File: config.mk
export PLATFORM = sky130hd
export DESIGN_NAME = wb_regfile
export DESIGN_NICKNAME = d
export VERILOG_FILES = /design/src/rtl/rv_pkg.sv /design/src/rtl/wb_retire_counter.sv /design/src/rtl/wb_regfile.sv
export SDC_FILE = /design/constraint.sdc
export NUM_CORES = 2
export LEC_CHECK = 0
export CORE_UTILIZATION = 45
export DETAILED_ROUTE_END_ITERATION = 8
export SYNTH_ARGS = -nofsm -noshare
export SYNTH_HDL_FRONTEND = slang
export SYNTH_SLANG_ARGS = --single-unit
File: constraint.sdc
create_clock -name i_clk -period 5.4 [get_ports i_clk]
set_input_delay 0.81 -clock i_clk [delete_from_list [all_inputs] [get_ports i_clk]]
set_output_delay 0.81 -clock i_clk [all_outputs]
set_load 0.02 [all_outputs]
File: src/rtl/rv_pkg.sv
// rtl/rv_pkg.sv - shared integer-core constants for the writeback/regfile boundary
//
// Purpose: single definition of data width, register addressing and the
// control-flow opcodes, so the writeback stage's ctrl flag and the regfile
// agree on what "control-flow" means.
// Ports: none (package).
package rv_pkg;

    localparam int XLEN       = 32;
    localparam int REG_ADDR_W = 5;
    localparam int NREG       = 32;

    localparam logic [REG_ADDR_W-1:0] REG_X0 = '0;

    // Major opcodes that count as control-flow at retire.
    localparam logic [6:0] OPC_BR   = 7'b1100011;
    localparam logic [6:0] OPC_JAL  = 7'b1101111;
    localparam logic [6:0] OPC_JALR = 7'b1100111;

    // Used by the writeback stage to produce i_wb_ctrl.
    function automatic logic is_ctrl_opcode(input logic [6:0] opc);
        return (opc == OPC_BR) || (opc == OPC_JAL) || (opc == OPC_JALR);
    endfunction

endpackage

File: src/rtl/wb_retire_counter.sv
// rtl/wb_retire_counter.sv - wrapping retire event counter with synchronous clear
//
// Purpose: counts single-cycle increment events; wraps modulo 2^CNT_W.
// A clear in the same cycle as an increment wins, the event is dropped.
// Ports:
//   i_clk    in   1      clock
//   i_reset  in   1      asynchronous, active-low reset
//   i_clr    in   1      synchronous clear
//   i_inc    in   1      increment by one this edge
//   o_cnt    out  CNT_W  current count
module wb_retire_counter #(
    parameter int CNT_W = 32
) (
    input  logic             i_clk,
    input  logic             i_reset,
    input  logic             i_clr,
    input  logic             i_inc,
    output logic [CNT_W-1:0] o_cnt
);

    logic [CNT_W-1:0] r_cnt;

    always_ff @(posedge i_clk or negedge i_reset) begin
        if (!i_reset) begin
            r_cnt <= '0;
        end else if (i_clr) begin
            r_cnt <= '0;
        end else if (i_inc) begin
            r_cnt <= r_cnt + CNT_W'(1);
        end
    end

    assign o_cnt = r_cnt;

endmodule

File: src/rtl/wb_regfile.sv
// rtl/wb_regfile.sv - integer register file with write-first bypass and retire counters
//
// Purpose: sinks the writeback commit interface, serves two combinational
// decode read ports (same-cycle writeback data forwarded), a registered
// debug read port, and instret / control-flow retire counters.
// Ports:
//   i_clk, i_reset              clock, asynchronous active-low reset
//   i_wb_valid/rd_wren/rd_addr  writeback slot valid, write enable, destination
//   i_wb_data_wb, i_wb_ctrl     writeback data, control-flow flag
//   i_rs1_addr/o_rs1_data       decode read port 1 (combinational)
//   i_rs2_addr/o_rs2_data       decode read port 2 (combinational)
//   i_dbg_addr/o_dbg_data       debug read port (1-cycle latency)
//   i_cnt_clr                   synchronous clear of both counters
//   o_instret, o_ctrl_ret       committed / committed control-flow counts
module wb_regfile
    import rv_pkg::*;
#(
    parameter int XLEN  = rv_pkg::XLEN,
    parameter int NREG  = rv_pkg::NREG,
    parameter int CNT_W = 32
) (
    input  logic                  i_clk,
    input  logic                  i_reset,
    input  logic                  i_wb_valid,
    input  logic                  i_wb_rd_wren,
    input  logic [REG_ADDR_W-1:0] i_wb_rd_addr,
    input  logic [XLEN-1:0]       i_wb_data_wb,
    input  logic                  i_wb_ctrl,
    input  logic [REG_ADDR_W-1:0] i_rs1_addr,
    input  logic [REG_ADDR_W-1:0] i_rs2_addr,
    output logic [XLEN-1:0]       o_rs1_data,
    output logic [XLEN-1:0]       o_rs2_data,
    input  logic [REG_ADDR_W-1:0] i_dbg_addr,
    output logic [XLEN-1:0]       o_dbg_data,
    input  logic                  i_cnt_clr,
    output logic [CNT_W-1:0]      o_instret,
    output logic [CNT_W-1:0]      o_ctrl_ret
);

    logic [XLEN-1:0] r_regs [NREG];
    logic [XLEN-1:0] r_dbg_data;
    logic            w_commit;
    logic [XLEN-1:0] w_rs1_data;
    logic [XLEN-1:0] w_rs2_data;
    logic [XLEN-1:0] w_dbg_data;

    // Qualified by reset so that, while reset is held, the bypass path
    // cannot leak writeback data onto the read ports.
    assign w_commit = i_reset & i_wb_valid & i_wb_rd_wren & (i_wb_rd_addr != REG_X0);

    // Write-first read: x0 is zero, a matching commit forwards its data,
    // otherwise the stored value.
    function automatic logic [XLEN-1:0] f_read(
        input logic [REG_ADDR_W-1:0] addr,
        input logic                  commit,
        input logic [REG_ADDR_W-1:0] wr_addr,
        input logic [XLEN-1:0]       wr_data,
        input logic [XLEN-1:0]       stored
    );
        if (addr == REG_X0) begin
            return '0;
        end else if (commit && (addr == wr_addr)) begin
            return wr_data;
        end else begin
            return stored;
        end
    endfunction

    always_comb begin
        w_rs1_data = f_read(i_rs1_addr, w_commit, i_wb_rd_addr, i_wb_data_wb, r_regs[i_rs1_addr]);
        w_rs2_data = f_read(i_rs2_addr, w_commit, i_wb_rd_addr, i_wb_data_wb, r_regs[i_rs2_addr]);
        w_dbg_data = f_read(i_dbg_addr, w_commit, i_wb_rd_addr, i_wb_data_wb, r_regs[i_dbg_addr]);
    end

    assign o_rs1_data = w_rs1_data;
    assign o_rs2_data = w_rs2_data;

    always_ff @(posedge i_clk or negedge i_reset) begin
        if (!i_reset) begin
            for (int i = 0; i < NREG; i++) begin
                r_regs[i] <= '0;
            end
        end else if (w_commit) begin
            r_regs[i_wb_rd_addr] <= i_wb_data_wb;
        end
    end

    // Capturing the bypassed value makes the debug read at edge E reflect
    // the write performed at that same edge.
    always_ff @(posedge i_clk or negedge i_reset) begin
        if (!i_reset) begin
            r_dbg_data <= '0;
        end else begin
            r_dbg_data <= w_dbg_data;
        end
    end

    assign o_dbg_data = r_dbg_data;

    wb_retire_counter #(.CNT_W(CNT_W)) u_instret (
        .i_clk   (i_clk),
        .i_reset (i_reset),
        .i_clr   (i_cnt_clr),
        .i_inc   (i_wb_valid),
        .o_cnt   (o_instret)
    );

    wb_retire_counter #(.CNT_W(CNT_W)) u_ctrl_ret (
        .i_clk   (i_clk),
        .i_reset (i_reset),
        .i_clr   (i_cnt_clr),
        .i_inc   (i_wb_valid & i_wb_ctrl),
        .o_cnt   (o_ctrl_ret)
    );

endmodule

==> metrics <==
status completed; critical path peak fanout 10; Post-DP Area 72600 um^2; starting density of the core ~45%; final net count ~5000; Vias around 50000; CTS tree yes; Worst setup EP type output pin; syn_nets slightly below 5000; worst endpoint required time roughly 4.6 ns; cts repair resizes 0; routing usage on met3 a little under a tenth; EDFF count, synth 0; top-area cell type share of the netlist area between 40 and 50%; fraction of layout instances using a drive strength above 1 between 40% and 50%; worst relative slew slack between 10% and 20%; GRT busiest layer met2; first-pass GRT wire length between 300000 and 400000 um; hpwl dp approximately 150000 um; FMAX around 190 MHz; Num CTS Buffers around 140; reg2reg end o_dbg_data[12]$_DFF_PN0_; Initial DRT Pass Iterations 6; count of cell types in the netlist 69; final WL roughly 250000 um; worst vdd ir around 380 uV; Final period util a little over nine tenths; Area Growth Syn to Fin 13.6%; setup violators final 0; worst slew pin tran approximately 1.2 ns; H-tree levels 4; antenna-violating nets left 0; Synth top cells by count dfrtp_1, mux2_2, mux4_2; Final Util slightly above 50%; fill count roughly 13000; final hold vios 0; Synth warnings 0; Max Clock Skew 0.0290 ns; post-route cell area 77500 um^2; Tot Pwr around 24 mW; Die X slightly below 400 um; RSZ-0062 raised after global routing no; pwr/cell area around 300 nW/um^2; via density per instance 6.91; most common cell in the netlist dfrtp_1; prevailing post-synth register cell dfrtp_1; worst reg2reg setup slack 2.96 ns; Synth area leaders dfrtp_1, mux4_2, mux2_2; initial antenna violation count 7; core area between 150000 and 200000 um^2; routability cong. between 0.8 and 0.9; shortest period the worst path allows ~5.3 ns; sequential share of the synthesized area 41.1%; GR Layer Usage met1 about 45%; drt wl/cell 35.7 um; post-CTS setup buffer count 0; largest area contributor in the netlist dfrtp_1; FF-to-FF path depth 6; die area 153000 um^2; Die Y between 300 and 400 um; kind of critical path primary input to output pin; FF-to-FF Start r_regs[172]$_DFFE_PN0P_; number of global-route vias before repair slightly below 50000; TNS Setup 0 ns; CTS Hold Bufs 0; Syn Area/Cell 14.0 um^2; synthesized area 68300 um^2; Total GRT Usage 33.1%; DR iter-0 viols between 5000 and 6000; met2 usage 48.7%; Pleak ~33 nW; number of synthesized register bits ~1100; final hold slack between 0.2 and 0.25 ns; clock sink total between 1000 and 1500; gr ovfl total 0; I/O pins approximately 220; cell at the root of the clock tree clkbuf_16; clock slew at reported path FFs approximately 0.06 ns; Async SR Flop Fraction 100%; fin. max-slew vios 0; CTS max path bufs 3; largest net degree at the start of global routing between 150 and 200; clk_lat worst skew roughly 0.8 ns; num rows between 100 and 150; crit path launch type primary input; MaxCap Viol Count 0; PortBufs ~220; Mapped Cells around 5000; WP data arrival approximately 4.5 ns; Post-route DRC 0; Min-Delay Path Class primary input to async pin
## cells by family after synthesis
logic type               Yosys count  synth area share, %
flip-flops                      1120                 41.1
adder cells (fa/ha/maj)            2               0.0367
AND/OR/NAND/NOR                  512                 3.76
buffers and inverters            570                 4.38
XOR/XNOR                          68                0.873
AO/OA/AOI/OAI                    609                 6.07
multiplexers                    1985                 43.8
## routing by layer
layer / up-vias / wire length, um
met2: 2863 / 111000
li1: 19200 / -
met3: 722 / 26300
met4: 6 / 13500
met1: 25800 / 100000
met5: - / 195
## stage by stage
stage | cells | setup WS, ns
after floorplan | 4866 | 1.83
after global placement | 6773 | 0.0891
after detailed placement | 6773 | 0.0149
after CTS | 7022 | 0.00544
after global routing | 7026 | 0.0825
final | 7030 | 0.0917
## area by class of cell
type                       instances  area [um^2]  share of cell area (%)
inverter                          23         88.8                   0.115
clock buffer                     197         4130                    5.33
tap                             2016         2520                    3.25
clock inverter                    52          793                    1.02
timing repair buffer             438         4400                    5.67
antenna                            8         20.0                  0.0258
multi-input combinational       3176        37500                    48.4
sequential                      1120        28000                    36.2
## power by group
part	switching (mW)	internal, mW
combinational	1.92	1.90
sequential	0.608	9.03
clock	3.91	6.22
total	6.43	17.2
## worst max-delay path, stage by stage
cell,delay (ns)
clkdlybuf4s50_1,0.78
o41ai_4,0.21
or4_2,0.83
nand2_1,0.60
o22ai_1,0.19
nor2_1,0.36
clkdlybuf4s50_1,0.69
## worst max-delay path by stage
stage                               start  depth (start not counted)              to
after floorplan           i_wb_rd_addr[0]                          9  o_rs1_data[28]
after global placement    i_wb_rd_addr[3]                          8  o_rs2_data[12]
after detailed placement  i_wb_rd_addr[3]                          8  o_rs2_data[12]
after CTS                 i_wb_rd_addr[3]                          8  o_rs2_data[12]
after global routing      i_wb_rd_addr[3]                          8  o_rs2_data[21]
final                     i_wb_rd_addr[3]                          7  o_rs2_data[11]
## flip-flops by register name, summed over array words and instances (netlist names)
signal            count
r_regs             1024
o_dbg_data           32
u_ctrl_ret.o_cnt     32
u_instret.o_cnt      32
## cell usage in the layout (no fill, tap or decap), drive strengths merged, types with 14 or more instances in the layout
cell type      count
mux2i            310
nor3              20
mux4             705
clkdlybuf4s50    187
clkinv            22
nand2            115
o21ai            156
nand3             43
dfrtp           1120
a21oi            105
bufinv            19
and2              29
mux2             970
and3              20
clkbuf           197
a221o             53
buf              251
a211oi            81
a22oi             31
nand4             14
nor2             162
inv               29
xor2              41
xnor2             27
nor2b             55
a221oi            71
o22ai             56
Note: power is estimated with default switching activity, not from simulation.
